**src/rtl/mac_pkg.sv**
```systemverilog
// Shared types for the MAC-chain feeder: FSM state encoding and width helper.
package mac_pkg;

  typedef enum logic [2:0] {
    IDLE,
    CLR,
    STREAM,
    DRAIN,
    DONE
  } feeder_state_t;

  // Bits needed to hold values 0..n inclusive.
  function automatic int cnt_width(input int n);
    return $clog2(n + 1);
  endfunction

endpackage

```
**src/rtl/feeder_buf.sv**
```systemverilog
// Circular operand buffer with a show-ahead head and wrap-bit pointers.
// Pushes to a full buffer and pops from an empty one are ignored.
module feeder_buf #(
  parameter int DATA_WIDTH = 8,
  parameter int DEPTH      = 16,
  localparam int AW        = $clog2(DEPTH),
  localparam int CNT_W     = AW + 1
) (
  input  logic                  clk,
  input  logic                  rst,
  input  logic                  push,
  input  logic [DATA_WIDTH-1:0] wr_data,
  input  logic                  pop,
  output logic [DATA_WIDTH-1:0] head,
  output logic [CNT_W-1:0]      count,
  output logic                  full,
  output logic                  empty
);

  logic [DATA_WIDTH-1:0] mem [DEPTH];
  logic [CNT_W-1:0]      wptr;
  logic [CNT_W-1:0]      rptr;
  logic                  push_ok;
  logic                  pop_ok;

  // The extra pointer bit distinguishes full from empty when the indices match.
  assign count   = wptr - rptr;
  assign full    = (count == CNT_W'(DEPTH));
  assign empty   = (wptr == rptr);
  assign push_ok = push && !full;
  assign pop_ok  = pop && !empty;
  assign head    = mem[rptr[AW-1:0]];

  always_ff @(posedge clk) begin
    if (push_ok) begin
      mem[wptr[AW-1:0]] <= wr_data;
    end
  end

  always_ff @(posedge clk) begin
    if (rst) begin
      wptr <= '0;
      rptr <= '0;
    end else begin
      if (push_ok) begin
        wptr <= wptr + CNT_W'(1);
      end
      if (pop_ok) begin
        rptr <= rptr + CNT_W'(1);
      end
    end
  end

endmodule

```
**src/rtl/vector_feeder.sv**
```systemverilog
// Source end of the MAC chain: buffers (A,B) pairs, then clears the chain, streams B beats,
// serves A reads on demand and pulses done once the downstream result has settled.
module vector_feeder
  import mac_pkg::*;
#(
  parameter int DATA_WIDTH = 8,
  parameter int DEPTH      = 16,
  parameter int MAC_LAT    = 2,
  localparam int CNT_W     = $clog2(DEPTH + 1)
) (
  input  logic                  i_clk,
  input  logic                  i_rst,
  input  logic                  i_wr_en,
  input  logic [DATA_WIDTH-1:0] i_wr_a,
  input  logic [DATA_WIDTH-1:0] i_wr_b,
  input  logic                  i_start,
  input  logic [CNT_W-1:0]      i_len,
  output logic                  o_full,
  output logic [CNT_W-1:0]      o_count,
  output logic                  o_busy,
  output logic                  o_done,
  output logic                  o_clr,
  output logic                  o_b_valid,
  output logic [DATA_WIDTH-1:0] o_b,
  input  logic                  i_a_rden,
  output logic [DATA_WIDTH-1:0] o_a,
  output logic                  o_a_err
);

  localparam int DR_W = cnt_width(MAC_LAT);

  feeder_state_t         state;
  feeder_state_t         state_nxt;
  logic [CNT_W-1:0]      n_len;
  logic [CNT_W-1:0]      issued;
  logic [DR_W-1:0]       drain_cnt;
  logic                  issue;
  logic                  latch;
  logic                  wr_ok;
  logic                  b_valid_q;
  logic [DATA_WIDTH-1:0] b_q;
  logic                  a_err_q;

  logic [DATA_WIDTH-1:0] a_head;
  logic [CNT_W-1:0]      a_count_unused;
  logic                  a_full;
  logic                  a_empty;
  logic [DATA_WIDTH-1:0] b_head;
  logic [CNT_W-1:0]      b_count;
  logic                  b_full;
  logic                  b_empty_unused;

  assign o_full  = a_full || b_full;
  assign o_count = b_count;
  assign wr_ok   = i_wr_en && (state == IDLE) && !o_full;

  feeder_buf #(
    .DATA_WIDTH (DATA_WIDTH),
    .DEPTH      (DEPTH)
  ) u_a_buf (
    .clk     (i_clk),
    .rst     (i_rst),
    .push    (wr_ok),
    .wr_data (i_wr_a),
    .pop     (i_a_rden),
    .head    (a_head),
    .count   (a_count_unused),
    .full    (a_full),
    .empty   (a_empty)
  );

  feeder_buf #(
    .DATA_WIDTH (DATA_WIDTH),
    .DEPTH      (DEPTH)
  ) u_b_buf (
    .clk     (i_clk),
    .rst     (i_rst),
    .push    (wr_ok),
    .wr_data (i_wr_b),
    .pop     (issue),
    .head    (b_head),
    .count   (b_count),
    .full    (b_full),
    .empty   (b_empty_unused)
  );

  // A beat is issued on the clock edge that ends CLR and on each STREAM edge until n are out,
  // so the registered o_b_valid covers exactly the n STREAM cycles.
  always_comb begin
    state_nxt = state;
    issue     = 1'b0;
    latch     = 1'b0;
    case (state)
      IDLE: begin
        if (i_start) begin
          latch     = 1'b1;
          state_nxt = CLR;
        end
      end
      CLR: begin
        if (n_len == '0) begin
          state_nxt = DRAIN;
        end else begin
          issue     = 1'b1;
          state_nxt = STREAM;
        end
      end
      STREAM: begin
        if (issued < n_len) begin
          issue = 1'b1;
        end else begin
          state_nxt = DRAIN;
        end
      end
      DRAIN: begin
        if (drain_cnt == DR_W'(MAC_LAT - 1)) begin
          state_nxt = DONE;
        end
      end
      DONE: begin
        state_nxt = IDLE;
      end
      default: begin
        state_nxt = IDLE;
      end
    endcase
  end

  always_ff @(posedge i_clk) begin
    if (i_rst) begin
      state <= IDLE;
    end else begin
      state <= state_nxt;
    end
  end

  always_ff @(posedge i_clk) begin
    if (i_rst) begin
      n_len     <= '0;
      issued    <= '0;
      drain_cnt <= '0;
      b_valid_q <= 1'b0;
      b_q       <= '0;
      a_err_q   <= 1'b0;
    end else begin
      if (latch) begin
        // Only B beats are guaranteed present; A alignment is left to the consumer.
        n_len  <= (i_len < b_count) ? i_len : b_count;
        issued <= '0;
      end else if (issue) begin
        issued <= issued + CNT_W'(1);
      end

      if (state == DRAIN) begin
        drain_cnt <= drain_cnt + DR_W'(1);
      end else begin
        drain_cnt <= '0;
      end

      b_valid_q <= issue;
      if (issue) begin
        b_q <= b_head;
      end

      if (i_a_rden && a_empty) begin
        a_err_q <= 1'b1;
      end
    end
  end

  assign o_busy    = (state != IDLE);
  assign o_clr     = (state == CLR);
  assign o_done    = (state == DONE);
  assign o_b_valid = b_valid_q;
  assign o_b       = b_q;
  assign o_a       = a_empty ? '0 : a_head;
  assign o_a_err   = a_err_q;

endmodule

```
**config.mk**
```make
export PLATFORM = sky130hd
export DESIGN_NAME = vector_feeder
export DESIGN_NICKNAME = d
export VERILOG_FILES = /design/src/rtl/mac_pkg.sv /design/src/rtl/feeder_buf.sv /design/src/rtl/vector_feeder.sv
export SDC_FILE = /design/constraint.sdc
export NUM_CORES = 1
export LEC_CHECK = 0
export ABC_AREA = 1
export CAP_MARGIN = 0
export CORE_MARGIN = 3
export CORE_UTILIZATION = 58
export CTS_BUF_LIST = sky130_fd_sc_hd__clkbuf_8
export CTS_CLUSTER_DIAMETER = 200
export DETAILED_ROUTE_END_ITERATION = 6
export PLACE_DENSITY = 0.77
export SLEW_MARGIN = 0
export SYNTH_ARGS = -nofsm -noshare
export SYNTH_HDL_FRONTEND = slang
export SYNTH_SLANG_ARGS = --single-unit
```
**constraint.sdc**
```tcl
create_clock -name i_clk -period 7 [get_ports i_clk]
set_input_delay 2.1 -clock i_clk [delete_from_list [all_inputs] [get_ports i_clk]]
set_output_delay 2.1 -clock i_clk [all_outputs]
set_load 0.02 [all_outputs]
```
==> results of run 1 <==
## cells by family after synthesis
family,count (synthesis),synth area share [%]
AO/OA/AOI/OAI,279,12.3
XOR/XNOR,12,0.815
adder cells (fa/ha/maj),29,2.87
buffers and inverters,131,4.20
flip-flops,305,67.2
AND/OR/NAND/NOR,376,12.6
## final cells by class
| class | instances | area, µm² | area share, % |
|---|---|---|---|
| Inverter | 75 | 282 | 1.93 |
| Clock buffer | 49 | 674 | 4.62 |
| Sequential cell | 305 | 8670 | 59.4 |
| Tap cell | 275 | 344 | 2.36 |
| Timing Repair Buffer | 83 | 753 | 5.16 |
| Multi-Input combinational cell | 696 | 3690 | 25.3 |
| Clock inverter | 41 | 180 | 1.23 |
## worst max path at each step
stage	to	slack, ns	cells past startpoint
2_1_floorplan	o_full	2.80	7
3_3_place_gp	o_full	2.13	8
3_5_place_dp	o_full	2.01	8
4_1_cts	o_full	1.40	8
5_1_grt	o_full	1.22	8
6_report	o_full	1.40	8
## per-layer routing
metal | part of all wire (%) | up-vias
met5 | 0 | -
li1 | - | 4247
met3 | 7.4 | 63
met1 | 42 | 4244
met4 | 2.7 | 0
met2 | 48 | 386
## flip-flops by register name (all words and copies together), names as in the netlist, named ones only
register      count
u_a_buf.mem     128
u_b_buf.mem     128
o_b               8
issued            5
n_len             5
u_a_buf.rptr      5
u_a_buf.wptr      5
u_b_buf.rptr      5
u_b_buf.wptr      5
state             3
drain_cnt         2
o_a_err           1
o_b_valid         1
## cell usage after synthesis
master,number
a21o_1,1
a21oi_1,39
a21oi_2,6
buf_2,10
buf_4,1
buf_6,3
buf_8,1
clkbuf_1,41
clkinv_1,4
dfxtp_1,49
edfxtp_1,256
fa_1,1
ha_1,28
inv_1,70
inv_2,1
nand2_1,94
nand2_2,6
nand2_4,1
nand3_1,42
nand3_4,2
nand3b_1,2
nand4_1,11
nor2_1,181
nor2_4,1
nor3_1,32
nor3_2,2
nor3_4,1
o211ai_1,5
o21ai_0,162
o221ai_1,30
o22ai_1,36
or2_1,1
xnor2_1,3
xor2_1,9
## worst max-delay path: cells and delay by family (launching register included)
kind	cells	cell delay, ns
AO/OA/AOI/OAI	1	0.21
adder cells (fa/ha/maj)	1	0.47
buffers and inverters	2	1.01
flip-flops	1	0.68
AND/OR/NAND/NOR	4	0.59
## where the power goes
part           switching (mW)  internal, mW  leakage (nW)  total [mW]
Clock                   0.673         0.659         0.499        1.33
Sequential             0.0815          2.10          2.71        2.18
Combinational            1.20         0.625          1.95        1.83
Total                    1.96          3.38          5.16        5.34
==> impl_metrics.env, run 1 <==
export IMPL_avgViaCountPerCell=5.87
export IMPL_crit_type="reg -> out"
export IMPL_wire_per_inst_um=18.4
export IMPL_hold_violations=0
export IMPL_via_count=8940
export IMPL_status="finished, final reports clean"
export IMPL_overflow=0
export IMPL_synth_largest_area_cell="edfxtp_1"
export IMPL_route_final_wire_length_um=28100
export IMPL_cts_tree="done"
export IMPL_arrival_ns=3.50
export IMPL_rsz0062_at_grt="no"
export IMPL_holdWs_ns=0.423
export IMPL_port_buffers=52
export IMPL_relSlewSlack_pct=13.6
export IMPL_met1_usage_pct=30.9
export IMPL_fp_dieArea_um2=24100
export IMPL_critPathCaptureType="primary output"
export IMPL_antenna_found_initial=0
export IMPL_path_cells="clkinv_1 -> ha_1 -> a21oi_1 -> nand3b_1 -> nand2_1 -> nand3_4 -> nand2_1 -> clkdlybuf4s50_1"
export IMPL_use_met2_pct=37.7
export IMPL_report_power_total_mw=5.34
export IMPL_pre_cts_slack_ns=2.01
export IMPL_netlist_area_um2=12900
export IMPL_syn_inst=1132
export IMPL_place_area_um2=13700
export IMPL_cts_root_buf="clkbuf_8"
export IMPL_timing_fmax_mhz=178
export IMPL_hold_class="reg -> reg"
export IMPL_final_core_utilization_pct=68.1
export IMPL_diodes=0
export IMPL_power_density_nw_per_um2=366
export IMPL_synthesis_nets=1187
export IMPL_finClkSkew_ns=0.0154
export IMPL_dp_hpwl_um=17600
export IMPL_rows=53
export IMPL_netlist_cell_type_count=34
export IMPL_timing_final_crit_share_pct=80.1
export IMPL_slowest_delay_ns=0.68
export IMPL_synth_avg_cell_area_um2=11.4
export IMPL_leakage_nw=5.16
export IMPL_clkLatencyLatePin_ns=0.56
export IMPL_place_inst=1434
export IMPL_cts_sinks=305
export IMPL_final_common_cell="edfxtp_1"
export IMPL_htreeDepth=2
export IMPL_setup_ws_ns=1.40
export IMPL_top_level_ports=53
export IMPL_grt_pass1_vias=8806
export IMPL_hp_start="drain_cnt[0]$_SDFF_PP0_"
export IMPL_startpoint="u_b_buf.rptr[2]$_SDFFE_PP0P_"
export IMPL_synth_seq_area_share_pct=67.2
export IMPL_cp_max_fo=14
export IMPL_ir_drop_mv=0.427
export IMPL_fin_nets=1264
export IMPL_grt_total_usage_pct=23.2
export IMPL_max_cap_violations=0
export IMPL_synth_area_leaders="edfxtp_1, dfxtp_1, o21ai_0, nor2_1, nand2_1"
export IMPL_setup_viol=0
export IMPL_crit_required_ns=4.90
export IMPL_drive_gt1_share_pct=9.05
export IMPL_post_route_min_period_ns=5.60
export IMPL_hold_depth=1
export IMPL_grt_use_met3_pct=5.01
export IMPL_die_h_um=155
export IMPL_cpMaxStageDelayCell="dfxtp_1"
export IMPL_cp_common_cell="nand2_1"
export IMPL_synthDominantCellAreaShare_pct=59.6
export IMPL_clock_path_buffers=3
export IMPL_path_clk_slew_ns=0.06
export IMPL_nFillCells=1518
export IMPL_critPathLaunchType="flip-flop"
export IMPL_drcViolationCount=0
export IMPL_synth_warnings=0
export IMPL_core_um2=21400
export IMPL_rr_endpoint="u_a_buf.mem[12][5]$_DFFE_PP_"
export IMPL_stdcell_area_um2=14600
export IMPL_drtIter0Drc=825
export IMPL_tns_ns=0
export IMPL_cts_made_buffers=48
export IMPL_synth_seq_cells=305
export IMPL_drtPass1Iterations=5
export IMPL_place_gp_congestion=0.876
export IMPL_rrSetupSlack_ns=2.84
export IMPL_cts_resized=0
export IMPL_ant_nets=0
export IMPL_start_util_pct=60.2
export IMPL_worst_slew_pin_slew_ns=1.29
export IMPL_grt_pass1_wl_um=44600
export IMPL_grt_start_max_net_pins=69
export IMPL_cts_setup_buffers=0
export IMPL_reg2regPathDepth=9
export IMPL_hold_buffers=0
export IMPL_grt_busiest_layer="met2"
export IMPL_fin_cells=1524
export IMPL_r2r_start="u_b_buf.rptr[2]$_SDFFE_PP0P_"
export IMPL_finalMaxSlewViolations=0
export IMPL_area_delta_synth_final_pct=13.1
export IMPL_whs_endpoint="drain_cnt[0]$_SDFF_PP0_"
export IMPL_dieWidth_um=155
export IMPL_layout_common_cells="edfxtp_1, nor2_1, o21ai_0, nand2_1, inv_1"
Note: power is estimated with default switching activity, not from simulation.
==> inputs of run 2 (changes only) <==
Clock period 7 ns to 5.6 ns, I/O delays scaled along.
==> impl_metrics.env, run 2 (same netlist as run 1, synthesis figures left out) <==
export IMPL_status="finished, final reports clean"
export IMPL_rsz0062_at_grt="no"
export IMPL_final_common_cell="edfxtp_1"
export IMPL_overflow=0
export IMPL_cp_max_fo=10
export IMPL_finalMaxSlewViolations=0
export IMPL_critPathCaptureType="primary output"
export IMPL_setup_viol=0
export IMPL_holdWs_ns=0.418
export IMPL_start_util_pct=60.2
export IMPL_worst_slew_pin_slew_ns=0.915
export IMPL_path_cells="clkinv_1 -> ha_1 -> a21oi_1 -> nand3b_1 -> nand2_1 -> nand3_4 -> nand2_1 -> clkdlybuf4s50_1"
export IMPL_timing_final_crit_share_pct=85.7
export IMPL_drcViolationCount=0
export IMPL_post_route_min_period_ns=4.80
export IMPL_die_h_um=155
export IMPL_stdcell_area_um2=14700
export IMPL_regArea_um2=8670
export IMPL_slowest_delay_ns=0.61
export IMPL_hold_violations=0
export IMPL_cp_common_cell="nand2_1"
export IMPL_ir_drop_mv=0.507
export IMPL_final_core_utilization_pct=68.6
export IMPL_cts_setup_buffers=0
export IMPL_setup_ws_ns=0.801
export IMPL_critPathLaunchType="flip-flop"
export IMPL_max_cap_violations=0
export IMPL_cts_root_buf="clkbuf_8"
export IMPL_clock_path_buffers=3
export IMPL_fp_dieArea_um2=24100
export IMPL_via_count=8948
export IMPL_relSlewSlack_pct=38.9
export IMPL_crit_buf_inv=2
export IMPL_port_buffers=52
export IMPL_fin_nets=1271
export IMPL_crit_type="reg -> out"
export IMPL_place_gp_congestion=0.850
export IMPL_cpMaxStageDelayCell="clkdlybuf4s50_1"
export IMPL_nFillCells=1568
export IMPL_ant_nets=0
export IMPL_wire_per_inst_um=18.5
export IMPL_hold_buffers=0
export IMPL_multi_input_area_um2=3690
export IMPL_antenna_found_initial=0
export IMPL_power_density_nw_per_um2=461
export IMPL_arrival_ns=3.12
export IMPL_critical_path_top_delay_family="buffers and inverters"
export IMPL_timing_fmax_mhz=208
export IMPL_finClkSkew_ns=0.0234
export IMPL_diodes=0
export IMPL_hold_class="reg -> reg"
export IMPL_grt_start_max_net_pins=68
export IMPL_cts_resized=0
export IMPL_grt_pass1_wl_um=45400
export IMPL_avgViaCountPerCell=5.85
export IMPL_grt_pass1_vias=8742
export IMPL_cts_sinks=305
export IMPL_area_delta_synth_final_pct=14.0
export IMPL_grt_total_usage_pct=23.6
export IMPL_rows=53
export IMPL_cts_tree="done"
export IMPL_core_um2=21400
export IMPL_pre_cts_slack_ns=1.41
export IMPL_htreeDepth=2
export IMPL_top_level_ports=53
export IMPL_fin_cells=1529
export IMPL_drtIter0Drc=851
export IMPL_dp_hpwl_um=17000
export IMPL_cts_made_buffers=47
export IMPL_place_inst=1442
export IMPL_report_power_total_mw=6.78
export IMPL_clkLatencyLatePin_ns=0.57
export IMPL_leakage_nw=5.23
export IMPL_tns_ns=0
export IMPL_layout_common_cells="edfxtp_1, nor2_1, o21ai_0, nand2_1, inv_1"
export IMPL_dieWidth_um=155
export IMPL_place_area_um2=13800
export IMPL_path_clk_slew_ns=0.06
export IMPL_crit_required_ns=3.92
export IMPL_drive_gt1_share_pct=9.73
export IMPL_drtPass1Iterations=5
export IMPL_route_final_wire_length_um=28300
run 2: worst paths after layout:
kind / start / end / slack, ns / cells after the start
worst max-delay path: u_b_buf.rptr[2]$_SDFFE_PP0P_ / o_full / 0.80 / 8
worst max register to register: u_b_buf.rptr[2]$_SDFFE_PP0P_ / u_a_buf.mem[15][7]$_DFFE_PP_ / 2.20 / 9
worst min-delay path: drain_cnt[0]$_SDFF_PP0_ / drain_cnt[0]$_SDFF_PP0_ / 0.42 / 1
worst min register to register: drain_cnt[0]$_SDFF_PP0_ / drain_cnt[0]$_SDFF_PP0_ / 0.42 / 1
run 2: final cells by class:
cell class,count,area share [%]
Sequential cell,305,59.0
Multi-Input combinational cell,696,25.1
Timing Repair Buffer,91,5.53
Clock buffer,52,4.87
Tap cell,275,2.34
Inverter,75,1.91
Clock inverter,35,1.26
run 2: layer usage:
| metal | up-vias | wire length, µm | global-route usage [%] |
|---|---|---|---|
| li1 | 4255 | - | - |
| met3 | 52 | 2570 | 4.48 |
| met4 | 0 | 580 | 8.07 |
| met2 | 419 | 13400 | 37.7 |
| met1 | 4222 | 11800 | 33.0 |
| met5 | - | 0 | 0 |
run 2: power by group:
part           switching (mW)  total (mW)  internal, mW
Sequential             0.0768        2.70          2.62
Clock                   0.850        1.76         0.906
Combinational            1.54        2.33         0.790
Total                    2.47        6.78          4.32
==> RTL edit: new RTL, settings of run 2 <==
`MAC_LAT`: 2 -> 1.
--- a/src/rtl/vector_feeder.sv
+++ b/src/rtl/vector_feeder.sv
@@ -5,7 +5,7 @@
 #(
   parameter int DATA_WIDTH = 8,
   parameter int DEPTH      = 16,
-  parameter int MAC_LAT    = 2,
+  parameter int MAC_LAT    = 1,
   localparam int CNT_W     = $clog2(DEPTH + 1)
 ) (
   input  logic                  i_clk,
Formal check against the unedited RTL: not equivalent (a bounded check fails within 4 cycles, from zero or initial values and one cycle with i_rst high).
==> RTL edit against run 2 <==
Register-to-register slack got worse by 0.50 ns; wire length increased by 0.32%; cell area decreased by 2.2%; worst setup slack got worse by 0.47 ns; sequential share of layout area increased by 1.2 points; combinational power increased by 12%; total power increased by 5.3%; via count decreased by 1.1%; die area decreased by 1.3%; sequential cell count decreased by 1; synthesized area decreased by 1.3%; critical path depth unchanged; critical path type unchanged.
==> RTL edit: results (changes against run 2) <==
* Status: completed
* Seq/Total Area, Yosys at 0.679 (+0.00748)
* CTS H-tree depth at 2 (unchanged)
* Number of input and output port buffers inserted at 52 (unchanged)
* Post-DP Area at 13500 sq um (-2.5%)
* Total number of yosys warnings at 0 (unchanged)
* First-pass GRT wire length at 44.3 mm (-2.3%)
* Multi-input combinational cell area at 3610 sq um (-2.2%)
* Post-DP HPWL at 17.3 mm (+1.8%)
* Final routed DRC violation total at 0 (unchanged)
* Final Wtd Congestion at 0.848 (-0.26%)
* Via Count at 8851 (-1.1%)
* Clock slew at the register clock pins of the worst setup and hold paths at roughly 0.070 ns
* Clock skew at 0.0318 ns (+0.00844 ns)
* Library cells used by synthesis at 32 (-5.9%)
* Async S/R FF share, synth at 0 (unchanged)
* Largest fanout on the critical path at 14 (+4)
* Number of post-CTS setup repair buffers at 0 (unchanged)
* Diodes inserted at 0 (unchanged)
* Cell count after synthesis at 1124 (-0.71%)
* Wire length per cell at 19.0 um (+2.5%)
* Count of instances resized after the clock tree is built at 0 (unchanged)
* Starting DRC count in detailed routing at 884 (+3.9%)
* Number of endpoints with negative hold slack in the final report at 0 (unchanged)
* Leak at 5.11 nW (-2.3%)
* Filler cell count at 1532 (-2.3%)
* Die extent in x at 154 um (-0.64%)
* Path class of the lowest-slack min-delay path: reg -> reg
* Number of flops mapped to enable cells by yosys at 256 (unchanged)
* Transition time at the pin with the least slew margin at 0.972 ns (+0.0571 ns)
* Number of cells after detailed placement at 1410 (-2.2%)
* Root Driver: sky130_fd_sc_hd__clkbuf_8
* Vias in the first global route at 8448 (-3.4%)
* All-layer global routing usage at 0.235 (-0.00135)
* Number of buffers inserted during clock tree synthesis at 48 (+2.1%)
* Insertion delay of the later-clocked pin in the worst-skew pair at 0.57 ns (about the same)
* Initial antenna violation count at 0 (unchanged)
* Maximum number of pins on one net before global-route repair at 68 (unchanged)
* Largest voltage drop on the vdd net at 0.462 mV (-8.9%)
* Share of post-route cells with drive strength above 1 at 0.0696 (-0.0277)
* Routed Wire Length at 28.4 mm (+0.32%)
* Total iterations of the first detailed-routing run at 5 (unchanged)
* Top cells by count, synth: sky130_fd_sc_hd__edfxtp_1 (256), sky130_fd_sc_hd__nor2_1 (211), sky130_fd_sc_hd__o21ai_0 (159)
* Deepest clock path buffer count at 3 (unchanged)
* Data arrival time of the critical path at 3.59 ns (+0.47 ns)
* Cell types with the largest area share after synthesis: sky130_fd_sc_hd__edfxtp_1 (60%), sky130_fd_sc_hd__dfxtp_1 (7.5%), sky130_fd_sc_hd__o21ai_0 (6.3%)
* Syn_nets at 1178 (-0.76%)
[RTL edit: critical path: stages (launching register included)]
cell                              delay (ns)
sky130_fd_sc_hd__dfxtp_1                0.67
sky130_fd_sc_hd__clkinv_1               0.42
sky130_fd_sc_hd__ha_1                   0.48
sky130_fd_sc_hd__a21oi_1                0.27
sky130_fd_sc_hd__nand3b_1               0.14
sky130_fd_sc_hd__nand2_2                0.15
sky130_fd_sc_hd__nand3_4                0.15
sky130_fd_sc_hd__nand2_1                0.13
sky130_fd_sc_hd__clkdlybuf4s50_1        0.61
[RTL edit: cell type report]
cell class / count / share of cell area
sequential: 304 / 0.601
inverter: 63 / 0.0164
clock buffer: 50 / 0.0478
tap: 275 / 0.0239
timing repair buffer: 65 / 0.0430
multi-input combinational: 703 / 0.251
clock inverter: 36 / 0.0164
[RTL edit: cells by family after synthesis]
family / after synthesis / share of synthesized area
AND/OR/NAND/NOR: 390 / 0.126
AO/OA/AOI/OAI: 273 / 0.121
buffers and inverters: 117 / 0.0370
XOR/XNOR: 12 / 0.00826
adder cells (fa/ha/maj): 28 / 0.0281
flip-flops: 304 / 0.679
[RTL edit: final timing paths]
path                                                   start                          end  slack (ns)  cells past startpoint
worst max-delay path            u_b_buf.rptr[2]$_SDFFE_PP0P_                       o_full        0.33                      8
worst max register to register  u_b_buf.rptr[2]$_SDFFE_PP0P_  u_a_buf.mem[2][6]$_DFFE_PP_        1.70                     11
worst min register to register          drain_cnt$_SDFF_PP0_         drain_cnt$_SDFF_PP0_        0.44                      1
worst min-delay path                    drain_cnt$_SDFF_PP0_         drain_cnt$_SDFF_PP0_        0.44                      1
[RTL edit: routing by layer]
layer  part of all wire  global-route usage
met2               0.48               0.376
met3              0.084              0.0481
met4              0.019              0.0753
met5                  0                   0
met1               0.42               0.328
[RTL edit: stage by stage]
stage | hold slack (ns) | setup WS (ns)
after floorplan | 0.413 | 1.87
after global placement | 0.419 | 1.17
after detailed placement | 0.427 | 0.973
after CTS | 0.437 | 0.361
after global routing | 0.455 | 0.158
final | 0.435 | 0.335
[RTL edit: where the power goes]
group | switching, W | leakage [nW] | internal (W)
combinational | 0.00174 | 1.86 | 0.000871
clock | 0.000839 | 0.549 | 0.000970
sequential | 0.0000833 | 2.70 | 0.00264
total | 0.00266 | 5.11 | 0.00448
